**config.mk**
```make
export PLATFORM = sky130hd
export DESIGN_NAME = decode_pipe_stage
export DESIGN_NICKNAME = d
export VERILOG_FILES = /design/src/rtl/decode_pipe_stage.sv
export SDC_FILE = /design/constraint.sdc
export NUM_CORES = 2
export LEC_CHECK = 0
export ABC_AREA = 1
export CORE_MARGIN = 4
export CORE_UTILIZATION = 30
export DETAILED_ROUTE_END_ITERATION = 10
export PLACE_DENSITY_LB_ADDON = 0.08
export SKIP_CTS_REPAIR_TIMING = 1
export SLEW_MARGIN = 20
export SYNTH_ARGS = -nofsm -noshare
export SYNTH_HDL_FRONTEND = slang
export SYNTH_SLANG_ARGS = --single-unit
```
**constraint.sdc**
```tcl
create_clock -name clk -period 4.2 [get_ports clk]
set_input_delay 1.26 -clock clk [delete_from_list [all_inputs] [get_ports clk]]
set_output_delay 1.26 -clock clk [all_outputs]
set_load 0.05 [all_outputs]
```
**src/rtl/decode_pipe_stage.sv**
```systemverilog
// Decode pipeline stage: register file, immediate sign-extension, control decode, output register.
// Optional DECODE_WB_BYPASS_EN makes read ports write-first against the write-back port.
module decode_pipe_stage #(
  parameter int unsigned DATA_W     = 32,
  parameter int unsigned REG_ADDR_W = 5,
  parameter int unsigned IMM_W      = 16
) (
  input  logic                  clk,
  input  logic                  rst,
  input  logic                  in_valid,
  input  logic [31:0]           instruction,
  input  logic [DATA_W-1:0]     pc_in,
  input  logic                  r_write,
  input  logic [REG_ADDR_W-1:0] rd_write,
  input  logic [DATA_W-1:0]     data_in,
  input  logic                  stall,
  input  logic                  flush,
  output logic                  out_valid,
  output logic [DATA_W-1:0]     pc_out,
  output logic [DATA_W-1:0]     dataA_out,
  output logic [DATA_W-1:0]     dataB_out,
  output logic [DATA_W-1:0]     sign_extend_out,
  output logic [REG_ADDR_W-1:0] rs_out,
  output logic [REG_ADDR_W-1:0] rt_out,
  output logic [REG_ADDR_W-1:0] rd_out,
  output logic [1:0]            wb_out,
  output logic [2:0]            m_out,
  output logic [3:0]            ex_out
);

  localparam int unsigned NumRegs = 2 ** REG_ADDR_W;

  logic [DATA_W-1:0]     rf_q [NumRegs];
  logic [5:0]            opcode;
  logic [REG_ADDR_W-1:0] rs_addr, rt_addr, rd_addr;
  logic [IMM_W-1:0]      imm;
  logic [DATA_W-1:0]     imm_ext;
  logic [DATA_W-1:0]     rdata_a, rdata_b;
  logic [1:0]            wb_d;
  logic [2:0]            m_d;
  logic [3:0]            ex_d;
  logic                  wr_en;

  assign opcode  = instruction[31:26];
  assign rs_addr = REG_ADDR_W'(instruction[25:21]);
  assign rt_addr = REG_ADDR_W'(instruction[20:16]);
  assign rd_addr = REG_ADDR_W'(instruction[15:11]);
  assign imm     = instruction[IMM_W-1:0];
  assign imm_ext = {{(DATA_W - IMM_W){imm[IMM_W-1]}}, imm};
  assign wr_en   = r_write && (rd_write != '0);

  // Entry 0 is never written, and reads of it are forced to zero as well.
  always_comb begin
    rdata_a = (rs_addr == '0) ? '0 : rf_q[rs_addr];
    rdata_b = (rt_addr == '0) ? '0 : rf_q[rt_addr];
`ifdef DECODE_WB_BYPASS_EN
    if (wr_en && (rd_write == rs_addr)) rdata_a = data_in;
    if (wr_en && (rd_write == rt_addr)) rdata_b = data_in;
`endif
  end

  always_comb begin
    wb_d = '0;
    m_d  = '0;
    ex_d = '0;
    if (in_valid) begin
      case (opcode)
        6'b000000: begin wb_d = 2'b10; m_d = 3'b000; ex_d = 4'b1100; end
        6'b100011: begin wb_d = 2'b11; m_d = 3'b010; ex_d = 4'b0001; end
        6'b101011: begin wb_d = 2'b00; m_d = 3'b001; ex_d = 4'b0001; end
        6'b000100: begin wb_d = 2'b00; m_d = 3'b100; ex_d = 4'b0010; end
        default:   begin wb_d = '0;    m_d = '0;     ex_d = '0;      end
      endcase
    end
  end

  // Write-back keeps going through stall and flush; only reset blocks it.
  always_ff @(posedge clk) begin
    if (rst) begin
      for (int i = 0; i < NumRegs; i++) rf_q[i] <= '0;
    end else if (wr_en) begin
      rf_q[rd_write] <= data_in;
    end
  end

  always_ff @(posedge clk) begin
    if (rst || flush) begin
      out_valid       <= 1'b0;
      pc_out          <= '0;
      dataA_out       <= '0;
      dataB_out       <= '0;
      sign_extend_out <= '0;
      rs_out          <= '0;
      rt_out          <= '0;
      rd_out          <= '0;
      wb_out          <= '0;
      m_out           <= '0;
      ex_out          <= '0;
    end else if (!stall) begin
      out_valid       <= in_valid;
      pc_out          <= pc_in;
      dataA_out       <= rdata_a;
      dataB_out       <= rdata_b;
      sign_extend_out <= imm_ext;
      rs_out          <= rs_addr;
      rt_out          <= rt_addr;
      rd_out          <= rd_addr;
      wb_out          <= wb_d;
      m_out           <= m_d;
      ex_out          <= ex_d;
    end
  end

endmodule

```
==> flow_summary.rst <==
.. list-table::
   :header-rows: 1

   * - Metric
     - Value
   * - R2R Path End
     - dataA_out[31]$_SDFFE_PP0N_
   * - Critical setup path kind
     - reg2out
   * - Fillers
     - 21.0k
   * - Die boundary height
     - 462 um
   * - Maximum Capacitance Violations
     - 0
   * - Cell family contributing the most delay on the critical path
     - buffers and inverters
   * - Post-layout minimum cycle time
     - 3.68 ns
   * - Number of buffers on the longest clock path
     - 3
   * - Total number of yosys warnings
     - 0
   * - Distinct cell type count after synthesis
     - 25
   * - Critical path startpoint category
     - register
   * - Setup repair after global routing missed its margin
     - false
   * - Average cell area after synthesis
     - 8.08 um2
   * - Post-DP Area
     - 67800 um2
   * - Count of unresolved DRC violations after routing
     - 0
   * - Clock tree from TritonCTS
     - built
   * - Relative max-transition margin
     - 0.315
   * - Worst vdd rail ir drop
     - 0.426 mV
   * - Std cell rows
     - 166
   * - Maximum number of pins on one net before global-route repair
     - 125
   * - GR Overflow Total
     - 0
   * - Source of the worst register-to-register timing path
     - rf_q[15][31]$_SDFFCE_PN0P_
   * - Total power of the final layout
     - 29.9 mW
   * - Number of antenna violations at the first check in global routing
     - 13
   * - Slowest stage cell, crit path
     - sky130_fd_sc_hd__clkdlybuf4s50_1
   * - Dominant combinational cell family by area after synthesis
     - simple AND/OR/NAND/NOR gates
   * - Register-to-Register Path Depth
     - 8
   * - Global-route wire length before repair
     - 402000 um
   * - Proportion of synthesized chip area in sequential cells
     - 0.540
   * - # IOs
     - 260
   * - Crit-path cells
     - clkdlybuf4s50_1
   * - Lkg Pwr
     - 29.3 nW
   * - Number of global-route vias before repair
     - 53.4k
   * - Launch point of the critical path
     - sign_extend_out[15]$_SDFFE_PP0N_
   * - Final WL
     - 286000 um
   * - Stages on the worst setup path
     - 1
   * - Number of DRC violations after detailed-routing iteration 0
     - 6691
   * - Detailed Routing Iterations Pass 1
     - 6
   * - CP bufs+invs
     - 1
   * - Core Area
     - 205000 um2
   * - Simple-gate portion of the synthesized area
     - 0.350
   * - End point of the critical path
     - sign_extend_out[29]
   * - Worst clock skew on the final layout
     - 0.0363 ns
   * - Setup slack, reg-to-reg
     - 2.26 ns
   * - Post-synthesis instance total
     - 7644
   * - Worst min-delay path class
     - reg2reg
   * - Die X
     - 462 um
   * - Skew-Pair Late Insertion Delay
     - 0.82 ns
   * - GRT Total Usage
     - 0.261
   * - Post-synthesis cell area
     - 61700 um2
   * - Number of sinks handled by clock tree synthesis
     - 1154
   * - Total count of hold-check failures in the final report
     - 0
   * - Share of layout cells above drive strength 1
     - 0.0838
   * - Post-route setup TNS
     - 0 ns
   * - Pins Over Slew Limit
     - 0
   * - Wire length per cell
     - 27.1 um
   * - Clock buffer count from CTS
     - 148
   * - Mean number of vias per cell
     - 5.33
   * - Fmax achieved
     - 0.272 GHz
   * - Nature of the critical path endpoint
     - output port
   * - Number of flip-flops and latches in the synthesized netlist
     - 1154
   * - Power density cells
     - 414 nW/um2
   * - Detail Route Antenna Nets
     - 0
   * - DR vias
     - 56.2k
   * - Worst path max stage delay
     - 0.92 ns
   * - Compound-Gate Fraction of Synth Area
     - 0.0395
   * - Area growth from synthesis to layout
     - 17.2%
   * - Final net count
     - 7828
   * - H-tree Lvls
     - 4
   * - HPWL Detailed
     - 172000 um
   * - Crit-path max FO
     - 19
   * - Effective utilization at floorplan
     - 0.302
   * - Worst-margin pin slew
     - 1.03 ns
   * - Share of the cycle needed by the critical path after routing
     - 0.875
   * - Library cell used as clock root buffer
     - sky130_fd_sc_hd__clkbuf_16
   * - Signal arrival time at the worst endpoint
     - 2.42 ns
   * - RD Place Congestion
     - 0.849
   * - Final instance area
     - 72400 um2
   * - Die area
     - 213000 um2
   * - Multiplexer fraction of the synthesized cell area
     - 0
   * - Parity-gate share of the synthesized area counting xor and xnor cells
     - 0
   * - Clock slew at the register clock pins of the worst setup and hold paths
     - 0.06 ns
   * - Area share of fa/ha/maj cells after synthesis
     - 0
   * - Port Buffer Count
     - 259
   * - Outcome
     - complete, no violations
   * - Required time reported for the critical path endpoint
     - 2.94 ns
   * - Count of endpoints failing setup in the final report
     - 0
==> worst min-delay path by stage <==
stage,startpoint,to,cells past startpoint
2_1_floorplan,m_out[2]$_SDFFE_PP0N_,m_out[2]$_SDFFE_PP0N_,2
3_3_place_gp,sign_extend_out[2]$_SDFFE_PP0N_,sign_extend_out[2]$_SDFFE_PP0N_,2
3_5_place_dp,pc_out[28]$_SDFFE_PP0N_,pc_out[28]$_SDFFE_PP0N_,2
4_1_cts,pc_out[28]$_SDFFE_PP0N_,pc_out[28]$_SDFFE_PP0N_,2
5_1_grt,dataB_out[9]$_SDFFE_PP0N_,dataB_out[9]$_SDFFE_PP0N_,2
6_report,dataB_out[9]$_SDFFE_PP0N_,dataB_out[9]$_SDFFE_PP0N_,2
==> per-stage QoR <==
step                 util  std cells  hold WS [ns]  worst slack [ns]
floorplan               -       7675         0.676              1.03
global placement    0.331      10300         0.451             0.348
detailed placement  0.331      10300         0.455             0.342
CTS                 0.354      10500         0.463             0.402
global route        0.354      10500         0.479             0.369
finish              0.354      10500         0.461             0.524
==> registers in the layout, summed over array words and instances, names as in the netlist <==
name	cells
dataA_out	32
dataB_out	32
ex_out	3
m_out	2
out_valid	1
pc_out	32
rf_q	1024
rs_out	5
rt_out	5
sign_extend_out	16
wb_out	2
==> cells by family after synthesis <==
logic type | count (synthesis)
AO/OA/AOI/OAI | 459
AND/OR/NAND/NOR | 5291
flip-flops | 1154
other | 1
buffers and inverters | 739
==> where the power goes <==
group | internal, mW | leakage (nW) | switching (mW) | total, mW
Clock | 6.96 | 2.23 | 5.30 | 12.3
Sequential | 13.1 | 10.8 | 0.328 | 13.4
Combinational | 1.14 | 16.3 | 3.12 | 4.26
Total | 21.2 | 29.3 | 8.75 | 29.9
==> cells in the mapped netlist <==
master,count,area (um2)
sky130_fd_sc_hd__nand2_1,2993,11200
sky130_fd_sc_hd__nand3_1,1157,5790
sky130_fd_sc_hd__nor2_1,1059,3980
sky130_fd_sc_hd__edfxtp_1,1024,30700
sky130_fd_sc_hd__a21oi_1,411,2060
sky130_fd_sc_hd__buf_2,225,1130
sky130_fd_sc_hd__buf_4,179,1340
sky130_fd_sc_hd__clkbuf_1,173,649
sky130_fd_sc_hd__dfxtp_1,130,2600
sky130_fd_sc_hd__buf_6,81,912
sky130_fd_sc_hd__nand3b_1,64,480
sky130_fd_sc_hd__inv_1,49,184
sky130_fd_sc_hd__a21oi_2,38,333
sky130_fd_sc_hd__buf_1,20,75.1
sky130_fd_sc_hd__o21ai_0,10,50.1
sky130_fd_sc_hd__nor3_1,9,45.0
sky130_fd_sc_hd__inv_2,8,30.0
sky130_fd_sc_hd__nand4_1,4,25.0
sky130_fd_sc_hd__clkinv_1,2,7.51
sky130_fd_sc_hd__inv_8,2,22.5
sky130_fd_sc_hd__nor2_4,2,22.5
sky130_fd_sc_hd__conb_1,1,3.75
sky130_fd_sc_hd__nand2_2,1,6.26
sky130_fd_sc_hd__nor3_2,1,10.0
sky130_fd_sc_hd__nor4_1,1,6.26
==> routing by layer <==
layer  vias up  global-route usage  share of wire
li1      25300                   -              -
met4         4              0.0781          0.029
met3       466              0.0564          0.091
met5         -                   0       0.000094
met1     27700               0.364           0.44
met2      2721               0.407           0.44
==> placed cells by master (no fill, tap or decap), types with 3 or more instances in the layout <==
master,count
sky130_fd_sc_hd__buf_2,3
sky130_fd_sc_hd__diode_2,3
sky130_fd_sc_hd__a21oi_2,38
sky130_fd_sc_hd__dfxtp_1,130
sky130_fd_sc_hd__buf_4,198
sky130_fd_sc_hd__nand3_1,1157
sky130_fd_sc_hd__a21oi_1,411
sky130_fd_sc_hd__buf_8,4
sky130_fd_sc_hd__edfxtp_1,1024
sky130_fd_sc_hd__clkinv_2,29
sky130_fd_sc_hd__clkdlybuf4s50_1,247
sky130_fd_sc_hd__o21ai_0,10
sky130_fd_sc_hd__clkbuf_16,154
sky130_fd_sc_hd__clkbuf_1,38
sky130_fd_sc_hd__buf_12,120
sky130_fd_sc_hd__nor2_1,1059
sky130_fd_sc_hd__nand4_1,4
sky130_fd_sc_hd__nor3_1,9
sky130_fd_sc_hd__clkinv_8,5
sky130_fd_sc_hd__clkinv_1,36
sky130_fd_sc_hd__inv_1,34
sky130_fd_sc_hd__nand2_1,2930
sky130_fd_sc_hd__clkinvlp_4,4
sky130_fd_sc_hd__conb_1,32
sky130_fd_sc_hd__clkbuf_8,4
sky130_fd_sc_hd__nand2_2,62
sky130_fd_sc_hd__bufinv_16,3
sky130_fd_sc_hd__inv_2,13
sky130_fd_sc_hd__nand3b_1,64
sky130_fd_sc_hd__inv_4,5
sky130_fd_sc_hd__inv_6,6
==> area by class of cell <==
cell class              count  area (um2)  share of cell area
well taps                2688        3360              0.0465
inverters                  61         304             0.00420
clock buffers             196        4050              0.0560
diodes                      3        7.51            0.000104
flip-flops and latches   1154       33400               0.461
repair buffers            574        6460              0.0893
clock inverters            76         498             0.00688
multi-input cells        5782       24300               0.336
==> worst register-to-register path, cell delays in order, from the launching register on <==
cell                       delay [ns]
sky130_fd_sc_hd__edfxtp_1        0.40
sky130_fd_sc_hd__nand2_1         0.08
sky130_fd_sc_hd__nand3_1         0.10
sky130_fd_sc_hd__nand3_1         0.08
sky130_fd_sc_hd__nand2_1         0.16
sky130_fd_sc_hd__nand3_1         0.46
sky130_fd_sc_hd__nand2_1         0.37
sky130_fd_sc_hd__nand2_1         0.10
sky130_fd_sc_hd__a21oi_1         0.14
Note: power is estimated with default switching activity, not from simulation.
